File: src/rtl/fdu_pkg.sv
// fdu_pkg: shared definitions for the fetch/decode control stage.
//   - opcode constants (upper nibble of an instruction byte)
//   - ALU select constants driven to the accumulator/ALU datapath
//   - sequencer state encoding
//   - ctrl_t: bundle of datapath control outputs produced by the decoder
// Optional feature macro: FDU_HALT_EN (adds the HALT opcode and HALT state).
package fdu_pkg;

    localparam logic [3:0] OP_NOP   = 4'h0;
    localparam logic [3:0] OP_LIT   = 4'h1;
    localparam logic [3:0] OP_ADDI  = 4'h2;
    localparam logic [3:0] OP_CMPI  = 4'h3;
    localparam logic [3:0] OP_NANDI = 4'h4;
    localparam logic [3:0] OP_OUT   = 4'h5;
    localparam logic [3:0] OP_JMP   = 4'h8;
    localparam logic [3:0] OP_JC    = 4'h9;
    localparam logic [3:0] OP_JNC   = 4'hA;
    localparam logic [3:0] OP_JZ    = 4'hB;
    localparam logic [3:0] OP_JNZ   = 4'hC;
    localparam logic [3:0] OP_HALT  = 4'hF;

    localparam logic [2:0] ALU_PASSA = 3'b000;
    localparam logic [2:0] ALU_CMP   = 3'b001;
    localparam logic [2:0] ALU_PASSB = 3'b010;
    localparam logic [2:0] ALU_ADD   = 3'b011;
    localparam logic [2:0] ALU_NAND  = 3'b100;

`ifdef FDU_HALT_EN
    typedef enum logic [1:0] {
        ST_FETCH = 2'd0,
        ST_EXEC  = 2'd1,
        ST_HALT  = 2'd2
    } fdu_state_t;
`else
    typedef enum logic [0:0] {
        ST_FETCH = 1'b0,
        ST_EXEC  = 1'b1
    } fdu_state_t;
`endif

    typedef struct packed {
        logic [2:0] alu_sel;
        logic       en_b1;
        logic       en_b2;
        logic       en_accu;
        logic       out_valid;
    } ctrl_t;

    localparam ctrl_t CTRL_IDLE = '{alu_sel: ALU_PASSA, en_b1: 1'b0, en_b2: 1'b0,
                                    en_accu: 1'b0, out_valid: 1'b0};

endpackage

File: src/rtl/fdu_if.sv
// fdu_if: program-ROM bus plus datapath control/status bundle.
//   rom_addr  : PC_W, ROM address (combinational ROM)
//   rom_data  : ROM_W, byte at rom_addr
//   carry_in  : ALU carry, zero_in : ALU zero
//   oprnd     : 4-bit operand nibble to the operand buffer
//   alu_sel, en_b1, en_b2, en_accu : datapath controls
//   out_valid : one-cycle strobe, datapath output valid. There is no
//               back-pressure: the datapath must accept it the cycle it is high.
// master = fetch/decode unit, slave = ROM + datapath side.
interface fdu_if #(
    parameter int PC_W  = 12,
    parameter int ROM_W = 8
);
    logic [PC_W-1:0]  rom_addr;
    logic [ROM_W-1:0] rom_data;
    logic             carry_in;
    logic             zero_in;
    logic [3:0]       oprnd;
    logic [2:0]       alu_sel;
    logic             en_b1;
    logic             en_b2;
    logic             en_accu;
    logic             out_valid;

    modport master (
        output rom_addr, oprnd, alu_sel, en_b1, en_b2, en_accu, out_valid,
        input  rom_data, carry_in, zero_in
    );

    modport slave (
        input  rom_addr, oprnd, alu_sel, en_b1, en_b2, en_accu, out_valid,
        output rom_data, carry_in, zero_in
    );
endinterface

File: src/rtl/fdu_decoder.sv
// fdu_decoder: purely combinational instruction decoder.
//   opcode     : IR upper nibble
//   state      : current sequencer state; controls are only active in EXEC
//   flags      : registered {C, Z}
//   ctrl       : datapath controls
//   is_jump    : opcode is a two-byte jump (PC must skip or load the target)
//   jump_taken : jump condition met, PC loads {IR[3:0], second byte}
//   flag_we    : latch {carry_in, zero_in} into flags at the EXEC edge
//   halt_req   : (FDU_HALT_EN only) HALT decoded in EXEC
module fdu_decoder
    import fdu_pkg::*;
(
    input  logic [3:0] opcode,
    input  fdu_state_t state,
    input  logic [1:0] flags,
    output ctrl_t      ctrl,
    output logic       is_jump,
    output logic       jump_taken,
`ifdef FDU_HALT_EN
    output logic       halt_req,
`endif
    output logic       flag_we
);

    logic flag_c;
    logic flag_z;

    assign flag_c = flags[1];
    assign flag_z = flags[0];

    always_comb begin
        ctrl       = CTRL_IDLE;
        is_jump    = 1'b0;
        jump_taken = 1'b0;
        flag_we    = 1'b0;
`ifdef FDU_HALT_EN
        halt_req   = 1'b0;
`endif
        if (state == ST_EXEC) begin
            case (opcode)
                OP_LIT: begin
                    ctrl.alu_sel = ALU_PASSB;
                    ctrl.en_b1   = 1'b1;
                    ctrl.en_accu = 1'b1;
                end
                OP_ADDI: begin
                    ctrl.alu_sel = ALU_ADD;
                    ctrl.en_b1   = 1'b1;
                    ctrl.en_accu = 1'b1;
                    flag_we      = 1'b1;
                end
                OP_CMPI: begin
                    // Compare only sets flags; the accumulator keeps its value.
                    ctrl.alu_sel = ALU_CMP;
                    ctrl.en_b1   = 1'b1;
                    flag_we      = 1'b1;
                end
                OP_NANDI: begin
                    ctrl.alu_sel = ALU_NAND;
                    ctrl.en_b1   = 1'b1;
                    ctrl.en_accu = 1'b1;
                    flag_we      = 1'b1;
                end
                OP_OUT: begin
                    ctrl.alu_sel   = ALU_PASSA;
                    ctrl.en_b2     = 1'b1;
                    ctrl.out_valid = 1'b1;
                end
                OP_JMP: begin
                    is_jump    = 1'b1;
                    jump_taken = 1'b1;
                end
                OP_JC: begin
                    is_jump    = 1'b1;
                    jump_taken = flag_c;
                end
                OP_JNC: begin
                    is_jump    = 1'b1;
                    jump_taken = ~flag_c;
                end
                OP_JZ: begin
                    is_jump    = 1'b1;
                    jump_taken = flag_z;
                end
                OP_JNZ: begin
                    is_jump    = 1'b1;
                    jump_taken = ~flag_z;
                end
`ifdef FDU_HALT_EN
                OP_HALT: begin
                    halt_req = 1'b1;
                end
`endif
                default: begin
                    // NOP and all unassigned opcodes: defaults stand.
                end
            endcase
        end
    end

endmodule

File: src/rtl/fetch_decode_unit.sv
// fetch_decode_unit: control stage for the 4-bit accumulator/ALU datapath.
// Holds PC, IR and the {C, Z} flags register, sequences FETCH/EXEC and
// resolves conditional jumps. Every instruction takes exactly two cycles.
// Ports:
//   clk, reset : rising-edge clock, asynchronous active-high reset
//   run        : enables a fetch while in FETCH (ignored elsewhere)
//   bus        : fdu_if.master, ROM bus and datapath controls/status
//   phase      : 0 = FETCH, 1 = EXEC (and HALT)
//   flags      : registered {C, Z}
//   state      : sequencer state, for observation
//   halted     : (FDU_HALT_EN only) sequencer stopped by HALT
// Optional feature macro: FDU_HALT_EN.
module fetch_decode_unit
    import fdu_pkg::*;
#(
    parameter int PC_W  = 12,
    parameter int ROM_W = 8
) (
    input  logic        clk,
    input  logic        reset,
    input  logic        run,
    fdu_if.master       bus,
    output logic        phase,
    output logic [1:0]  flags,
`ifdef FDU_HALT_EN
    output logic        halted,
`endif
    output fdu_state_t  state
);

    logic [PC_W-1:0]  pc;
    logic [ROM_W-1:0] ir;
    fdu_state_t       state_next;
    ctrl_t            ctrl;
    logic             is_jump;
    logic             jump_taken;
    logic             flag_we;
`ifdef FDU_HALT_EN
    logic             halt_req;
`endif

    fdu_decoder u_decoder (
        .opcode     (ir[ROM_W-1 -: 4]),
        .state      (state),
        .flags      (flags),
        .ctrl       (ctrl),
        .is_jump    (is_jump),
        .jump_taken (jump_taken),
`ifdef FDU_HALT_EN
        .halt_req   (halt_req),
`endif
        .flag_we    (flag_we)
    );

    // Sequencer state register.
    always_ff @(posedge clk or posedge reset) begin
        if (reset) begin
            state <= ST_FETCH;
        end else begin
            state <= state_next;
        end
    end

    // Next-state logic.
    always_comb begin
        state_next = state;
        case (state)
            ST_FETCH: begin
                if (run) begin
                    state_next = ST_EXEC;
                end
            end
            ST_EXEC: begin
`ifdef FDU_HALT_EN
                state_next = halt_req ? ST_HALT : ST_FETCH;
`else
                state_next = ST_FETCH;
`endif
            end
`ifdef FDU_HALT_EN
            ST_HALT: begin
                state_next = ST_HALT;
            end
`endif
            default: begin
                state_next = ST_FETCH;
            end
        endcase
    end

    // PC, IR and flags. In EXEC the PC already points past the opcode byte,
    // i.e. at a jump's second byte, so rom_data is the low target byte.
    always_ff @(posedge clk or posedge reset) begin
        if (reset) begin
            pc    <= '0;
            ir    <= '0;
            flags <= 2'b00;
        end else begin
            if (state == ST_FETCH && run) begin
                ir <= bus.rom_data;
                pc <= pc + PC_W'(1);
            end
            if (state == ST_EXEC) begin
                if (jump_taken) begin
                    pc <= {ir[3:0], bus.rom_data};
                end else if (is_jump) begin
                    pc <= pc + PC_W'(1);
                end
                if (flag_we) begin
                    flags <= {bus.carry_in, bus.zero_in};
                end
            end
        end
    end

`ifdef FDU_HALT_EN
    assign halted = (state == ST_HALT);
`endif

    assign phase         = (state != ST_FETCH);
    assign bus.rom_addr  = pc;
    assign bus.oprnd     = ir[3:0];
    assign bus.alu_sel   = ctrl.alu_sel;
    assign bus.en_b1     = ctrl.en_b1;
    assign bus.en_b2     = ctrl.en_b2;
    assign bus.en_accu   = ctrl.en_accu;
    assign bus.out_valid = ctrl.out_valid;

endmodule

File: src/flat_wrapper.sv
// flat-port wrapper written by rule: the top's interface ports become plain ports
module fetch_decode_unit_flat import fdu_pkg::*;
#(
    parameter int PC_W  = 12,
    parameter int ROM_W = 8
)
  (clk, reset, run, phase, flags, state, bus_rom_addr, bus_oprnd, bus_alu_sel, bus_en_b1, bus_en_b2, bus_en_accu, bus_out_valid, bus_rom_data, bus_carry_in, bus_zero_in);
  fdu_if #(.PC_W(PC_W), .ROM_W(ROM_W)) bus_i ();
  input  logic clk;
  input  logic reset;
  input  logic run;
  output logic phase;
  output logic [1:0] flags;
  output fdu_state_t state;
  output wire logic [$bits(bus_i.rom_addr)-1:0] bus_rom_addr;
  output wire logic [$bits(bus_i.oprnd)-1:0] bus_oprnd;
  output wire logic [$bits(bus_i.alu_sel)-1:0] bus_alu_sel;
  output wire logic [$bits(bus_i.en_b1)-1:0] bus_en_b1;
  output wire logic [$bits(bus_i.en_b2)-1:0] bus_en_b2;
  output wire logic [$bits(bus_i.en_accu)-1:0] bus_en_accu;
  output wire logic [$bits(bus_i.out_valid)-1:0] bus_out_valid;
  input wire logic [$bits(bus_i.rom_data)-1:0] bus_rom_data;
  input wire logic [$bits(bus_i.carry_in)-1:0] bus_carry_in;
  input wire logic [$bits(bus_i.zero_in)-1:0] bus_zero_in;
  assign bus_rom_addr = bus_i.rom_addr;
  assign bus_oprnd = bus_i.oprnd;
  assign bus_alu_sel = bus_i.alu_sel;
  assign bus_en_b1 = bus_i.en_b1;
  assign bus_en_b2 = bus_i.en_b2;
  assign bus_en_accu = bus_i.en_accu;
  assign bus_out_valid = bus_i.out_valid;
  assign bus_i.rom_data = bus_rom_data;
  assign bus_i.carry_in = bus_carry_in;
  assign bus_i.zero_in = bus_zero_in;
  fetch_decode_unit #(.PC_W(PC_W), .ROM_W(ROM_W)) u_core (.clk(clk), .reset(reset), .run(run), .bus(bus_i), .phase(phase), .flags(flags), .state(state));
endmodule
File: config.mk
export PLATFORM = sky130hd
export DESIGN_NAME = fetch_decode_unit_flat
export DESIGN_NICKNAME = d
export VERILOG_FILES = /design/src/rtl/fdu_pkg.sv /design/src/rtl/fdu_if.sv /design/src/rtl/fdu_decoder.sv /design/src/rtl/fetch_decode_unit.sv /design/src/flat_wrapper.sv
export SDC_FILE = /design/constraint.sdc
export NUM_CORES = 1
export LEC_CHECK = 0
export ABC_AREA = 1
export CAP_MARGIN = 20
export CORE_MARGIN = 2
export CORE_UTILIZATION = 46
export DETAILED_ROUTE_END_ITERATION = 16
export GPL_TIMING_DRIVEN = 0
export HOLD_SLACK_MARGIN = 0.15
export PLACE_DENSITY = 0.74
export SYNTH_ARGS = -nofsm -noshare
export SYNTH_HDL_FRONTEND = slang
export SYNTH_HIERARCHICAL = 1
export SYNTH_SLANG_ARGS = --single-unit
File: constraint.sdc
create_clock -name clk -period 1.4 [get_ports clk]
set_input_delay 0.21 -clock clk [delete_from_list [all_inputs] [get_ports clk]]
set_output_delay 0.21 -clock clk [all_outputs]
set_load 0.005 [all_outputs]
Yosys cells after proc, flatten, opt, wreduce, memory -nomap -nowiden --
Cells that the tools add are included. Widths: inputs -> output; s select.
Storage, ports and cells: word-level logic and storage cells 41, flip-flop bits (word level) 23
Operators by class: reduce and logical (&&, ||, !) cells 6, add/sub/neg operators 1, bitwise logic cells 3, multiplexer cells 17, equality and inequality tests 10
Operators by type and width (count):
- $mux 12 | 4
- $eq 4x4->1 const B | 5
- $add 12x1->12 const B | 1
- $pmux 3 s4 | 1
- $mux 1 | 9
- $eq 4x2->1 const B | 2
- $eq 4x3->1 const B | 2
- $mux 7 | 1
- $reduce_or 3->1 | 2
- $pmux 1 s5 | 1
- $reduce_or 5->1 | 1
- $eq 4x1->1 const B | 1
- $reduce_or 4->1 | 1
- $not 1->1 | 3
- $pmux 1 s2 | 1
- $reduce_and 2->1 | 1
- $logic_and 1x1->1 | 1

Depth between registers and ports, before layout --
word-level depth 7, gate-level depth with buffers 13, gate-level depth less buffers 12

Cells and area by module --
The synthesis kept the hierarchy.
By module, submodules not included:
- fetch_decode_unit | cells each 235, area each 1622.8 µm², times used 1
- fdu_decoder | cells each 36, area each 165.2 µm², times used 1

Worst setup path after synthesis --
Ideal clock, no wire load.
kind flip-flop to flip-flop, start point register u_core.ir[5], end point register u_core.pc[8], in the netlist u_core/bus.rom_addr[8], period minus slack after synthesis 1547 ps, required time 1278 ps, setup slack -147 ps, stages on the path, launching flop included 10, arrival time 1425 ps, buffers on the path 1, cell sequence dfrtp_1 -> inv_2 -> nand2_1 -> a211oi_1 -> clkbuf_1 -> nand3_1 -> nand2_1 -> inv_1 -> nand2_1 -> a21oi_2
Between the ends: cells in the longest elaborated chain, start to end 7, elaborated cells between the ends (all ways) 13
Ends and longest elaborated chain:
- start, declared | RTL line fetch_decode_unit.sv:32 | logic [ROM_W-1:0] ir;
- start signal, assigned | RTL line fetch_decode_unit.sv:100 | ir <= bus.rom_data;
- $eq 4x4->1 | RTL line fdu_decoder.sv:40 | case (opcode)
- $reduce_or 5->1 (no source line) *
- $mux 1 * | RTL line fdu_decoder.sv:40
- $mux 1 * | RTL line fdu_decoder.sv:39 | if (state == ST_EXEC) begin
- named net u_core.is_jump | RTL line fetch_decode_unit.sv:35 | logic is_jump;
- $mux 12 * | RTL line fetch_decode_unit.sv:106 | end else if (is_jump) begin
- $mux 12 * | RTL line fetch_decode_unit.sv:104 | if (jump_taken) begin
- $mux 12 * | RTL line fetch_decode_unit.sv:103 | if (state == ST_EXEC) begin
- end signal, assigned | RTL line fetch_decode_unit.sv:101 | pc <= pc + PC_W'(1);
- end signal, assigned | RTL line fetch_decode_unit.sv:105 | pc <= {ir[3:0], bus.rom_data};
- end signal, assigned | RTL line fetch_decode_unit.sv:107 | pc <= pc + PC_W'(1);
- end, declared | RTL line fetch_decode_unit.sv:31 | logic [PC_W-1:0] pc;
Mark *: on every way through the listed nets, which the timed path passes. The rest lies on a longest branch. A chain may end at the register's enable or synchronous reset.

Final worst setup path --
start point register u_core.pc[1], in the netlist u_core/bus.rom_addr[1], end point register u_core.pc[5], in the netlist u_core/bus.rom_addr[5]
Between the ends: cells in the longest elaborated chain, start to end 5
Ends and longest elaborated chain:
- $add 12x1->12 * | RTL line fetch_decode_unit.sv:101, fetch_decode_unit.sv:107
- $mux 12 | RTL line fetch_decode_unit.sv:99 | if (state == ST_FETCH && run) begin
- $mux 12 | RTL line fetch_decode_unit.sv:106
- $mux 12 | RTL line fetch_decode_unit.sv:104
- $mux 12 * | RTL line fetch_decode_unit.sv:103
Mark *: on every way between the ends. The rest lies on a longest branch, timed or not.

==> qor.csv <==
stage,metric,value,unit
sta,total setup violations reported at the end of the flow,20,
power_and_ir_drop,Logic pwr share,60.6,%
logic_synthesis,YS warnings,6,
power_and_ir_drop,PD cells,1302,nW/um2
sta,number of slew-limit violations in the final report,0,
route,Residual DRC,0,
placed_design,placed wire-length estimate,3.342,mm
placed_design,GP Congestion,0.8298,
floorplan,area of the core,3689,um2
power_and_ir_drop,Sw Share,43.57,%
worst_setup_path,worst-case register-to-register setup slack,-0.33,ns
worst_setup_path,worst setup path category,flop to flop,
global_routing,aggregate global-route resource usage,27.03,%
clocking,Skew-Pair Late Insertion Delay,0.27,ns
clocking,total of hold buffers inserted after clock tree synthesis,0,
worst_setup_path,r2r worst-path depth,9,
route,per-cell via count in the routed design,5.467,
global_routing,via count of the first global-routing pass,1964,
clocking,clock tree root driver cell,clkbuf_8,
worst_setup_path,slowest library cell on the worst path,dfrtp_1,
logic_synthesis,gate count after technology mapping,271,
cells_and_area,area grow syn2layout,62.63,%
floorplan,count of pins on the block boundary,40,
logic_synthesis,number of flops mapped to enable cells by yosys,0,
logic_synthesis,average instance area after synthesis,6.598,um2
route,average wire per standard cell,15.65,um
logic_synthesis,most frequent cells after synthesis,"nand2_1 (90), inv_1 (31), nand3_1 (28)",
logic_synthesis,Synth Net Count,285,
placed_design,post-place setup slack,-0.3997,ns
clocking,clock tree from TritonCTS,yes,
worst_setup_path,crit-path max cell delay,0.41,ns
sta,hold_ws,0.4362,ns
sta,Max Freq,577.1,MHz
cells_and_area,final-layout fill cell count,246,
route,Final Routed Wirelength,6.400,mm
logic_synthesis,leading post-synthesis cells by cell area,"dfrtp_1 (32%), nand2_1 (19%), nand3_1 (7.8%)",
floorplan,height of the die,66.35,um
power_and_ir_drop,peak ir drop on the vdd network,0.9577,mV
status,violated checks,negative setup slack,
global_routing,largest net degree at the start of global routing,24,
flow_run,maximum capacitance violations,0,
worst_setup_path,kind of end point of the critical path,flop,
clocking,Worst-path clk slew,0.09,ns
power_and_ir_drop,sequential power share,28.0,%
cells_and_area,share of layout cells above drive strength 1,39.06,%
cells_and_area,final core utilization,78.83,%
logic_synthesis,main flop type after synthesis,dfrtp_1,
sta,RSZ-0062 raised after global routing,yes,
global_routing,antenna violations before repair,0,
power_and_ir_drop,reported net switching power,1.650,mW
worst_setup_path,data required time of the critical path,1.55,ns
floorplan,horizontal die dimension,66.35,um
sta,final critical-path required period,1.733,ns
cells_and_area,final layout net count,376,
sta,remaining max-slew budget at the tightest pin,38.32,%
power_and_ir_drop,total leakage power,1.559,nW
floorplan,number of core rows,22,
power_and_ir_drop,share of total power in the clock network,11.4,%
worst_setup_path,most used cell along the critical path,nand2_1,
logic_synthesis,cell type contributing the most total cell area after synthesis,dfrtp_1,
clocking,number of clock sinks,23,
sta,number of failing hold endpoints at the final stage,0,
cells_and_area,Antenna Cells,0,
placed_design,number of buffers inserted by port buffering,39,
worst_setup_path,endpoint of the worst register-to-register path,u_core/bus.rom_addr[5],
logic_synthesis,top-count cell post-synth,nand2_1,
worst_setup_path,Reg-to-Reg Start,u_core/bus.rom_addr[1],
logic_synthesis,number of distinct library cells after synthesis,31,
clocking,maximum buffer depth of the clock tree,2,
power_and_ir_drop,total power,3.787,mW
hold_path,Worst Hold Class,primary input to async pin,
route,vias after detailed routing,2236,
status,outcome,finished with violations,
worst_setup_path,Worst Path Max Fanout,3,
global_routing,Congestion Overflow GR,0,
power_and_ir_drop,total internal power,2.137,mW
logic_synthesis,Post-Syn Area,1788,um2
sta,final setup margin,-0.3327,ns
worst_setup_path,kind of start point of the critical path,flop,
worst_setup_path,sum of buffers and inverters on the critical path,1,
sta,transition at the pin with the smallest max-transition slack,0.9241,ns
worst_setup_path,cell-by-cell listing of the critical path,buf_4 -> nand3_1 -> nor2_1 -> xor2_1 -> nand2_1 -> nand3_2 -> nand3_2 -> nand2_1 -> nand2_1,
clocking,maximum level of the CTS H-tree,1,
logic_synthesis,share of the synthesized area in the top cell type,32.19,%
route,antenna-violating nets left,0,
logic_synthesis,async set-reset flop share out of synthesis,100.0,%
sta,Final Skew,0.004034,ns
sta,period utilization,123.8,%
clocking,TritonCTS buffer count,3,
floorplan,total die area,4402,um2
floorplan,initial standard-cell utilization of the core,48.47,%
route,number of optimization iterations in the first detailed-route pass,5,
worst_setup_path,signal arrival time at the worst endpoint,1.88,ns
logic_synthesis,"FF+latch count, synth",23,
global_routing,wire length of the first global-routing pass,9.135,mm
logic_synthesis,post-synthesis sequential area ratio,32.19,%
route,number of DRC markers after the initial detailed-route iteration,225,
worst_setup_path,"delay-heaviest family, CP",simple AND/OR/NAND/NOR gates,
[cells in the final DEF (no fill, tap or decap), drive strengths merged, types with 2 or more instances in the layout]
cell	Yosys	final
nand2	94	94
buf	10	66
inv	34	34
nand3	28	28
a21oi	24	24
dfrtp	23	23
nor2	20	20
clkdlybuf4s50	0	13
o21ai	13	13
dlygate4sd2	0	10
dlymetal6s2s	1	8
clkbuf	4	6
xor2	5	5
nand4	3	3
o21bai	3	3
mux2	2	2
[logic make-up (layout without fill, tap and decap cells)]
kind of cell / count (synthesis) / in the layout / synth area share [%]
buffers and inverters: 49 / 139 / 13.79
XOR/XNOR: 5 / 5 / 2.449
adder cells (fa/ha/maj): 1 / 1 / 0.6997
flip-flops: 23 / 23 / 32.19
AND/OR/NAND/NOR: 148 / 148 / 36.04
multiplexers: 2 / 2 / 1.260
AO/OA/AOI/OAI: 43 / 43 / 13.58
[flip-flops by register name, summed over array words and instances (netlist names)]
signal and flops:
u_core/bus.rom_addr 12, u_core/ir 8, u_core/phase 1, u_core/flags 2
[layout make-up]
class / instances / area [um2] / area share [%]
Multi-Input combinational cell: 199 / 1167 / 40.15
Timing Repair Buffer: 86 / 779.5 / 26.81
Sequential cell: 23 / 585.6 / 20.14
Buffer: 15 / 138.9 / 4.776
Inverter: 34 / 130.1 / 4.475
Tap cell: 48 / 60.06 / 2.065
Clock buffer: 3 / 41.29 / 1.420
Clock inverter: 1 / 5.005 / 0.1721
[power by group through the flow]
stage | registers, mW | logic [mW] | clock network, mW
4_1_cts | 1.06 | 1.96 | 0.437
3_3_place_gp | 1.11 | 1.56 | 0
5_1_grt | 1.09 | 2.48 | 0.473
6_report | 1.06 | 2.29 | 0.432
3_5_place_dp | 1.11 | 1.59 | 0
2_1_floorplan | 1.07 | 0.995 | 0
[worst max-delay path by stage]
| stage | start | endpoint | depth (start not counted) |
|---|---|---|---|
| floorplan | u_core/ir[5] | u_core/bus.rom_addr[4] | 8 |
| CTS | u_core/ir[7] | bus_en_b2 | 5 |
| detailed placement | u_core/ir[5] | u_core/bus.rom_addr[3] | 6 |
| global placement | u_core/ir[5] | u_core/bus.rom_addr[3] | 6 |
| global route | u_core/bus.rom_addr[1] | u_core/bus.rom_addr[5] | 9 |
| finish | u_core/bus.rom_addr[1] | u_core/bus.rom_addr[5] | 9 |
[metrics by stage]
stage | cells | TNS, ns | area [um2]
floorplan | 271 | -0.1204 | 1812
global placement | 358 | -5.778 | 2262
detailed placement | 358 | -6.240 | 2262
CTS | 401 | -2.924 | 2713
global route | 409 | -5.283 | 2908
finish | 409 | -4.156 | 2908
[metal layers]
| metal | vias to the layer above | GRT usage (%) | share of wire, % |
|---|---|---|---|
| met1 | 1039 | 36.21 | 42 |
| li1 | 1046 | - | - |
| met2 | 129 | 44.63 | 48 |
| met4 | 0 | 9.949 | 2.4 |
| met3 | 22 | 3.066 | 7.6 |
| met5 | - | 0 | 0 |
[repair_timing]
item | CTS | global route
buffers inserted | 37 | 10
cloned | 2 | 0
pin swaps | 14 | 26
endpoints found under the setup margin | 44 | 37
resized for setup | 87 | 50
(Power assumes the default switching activity.)
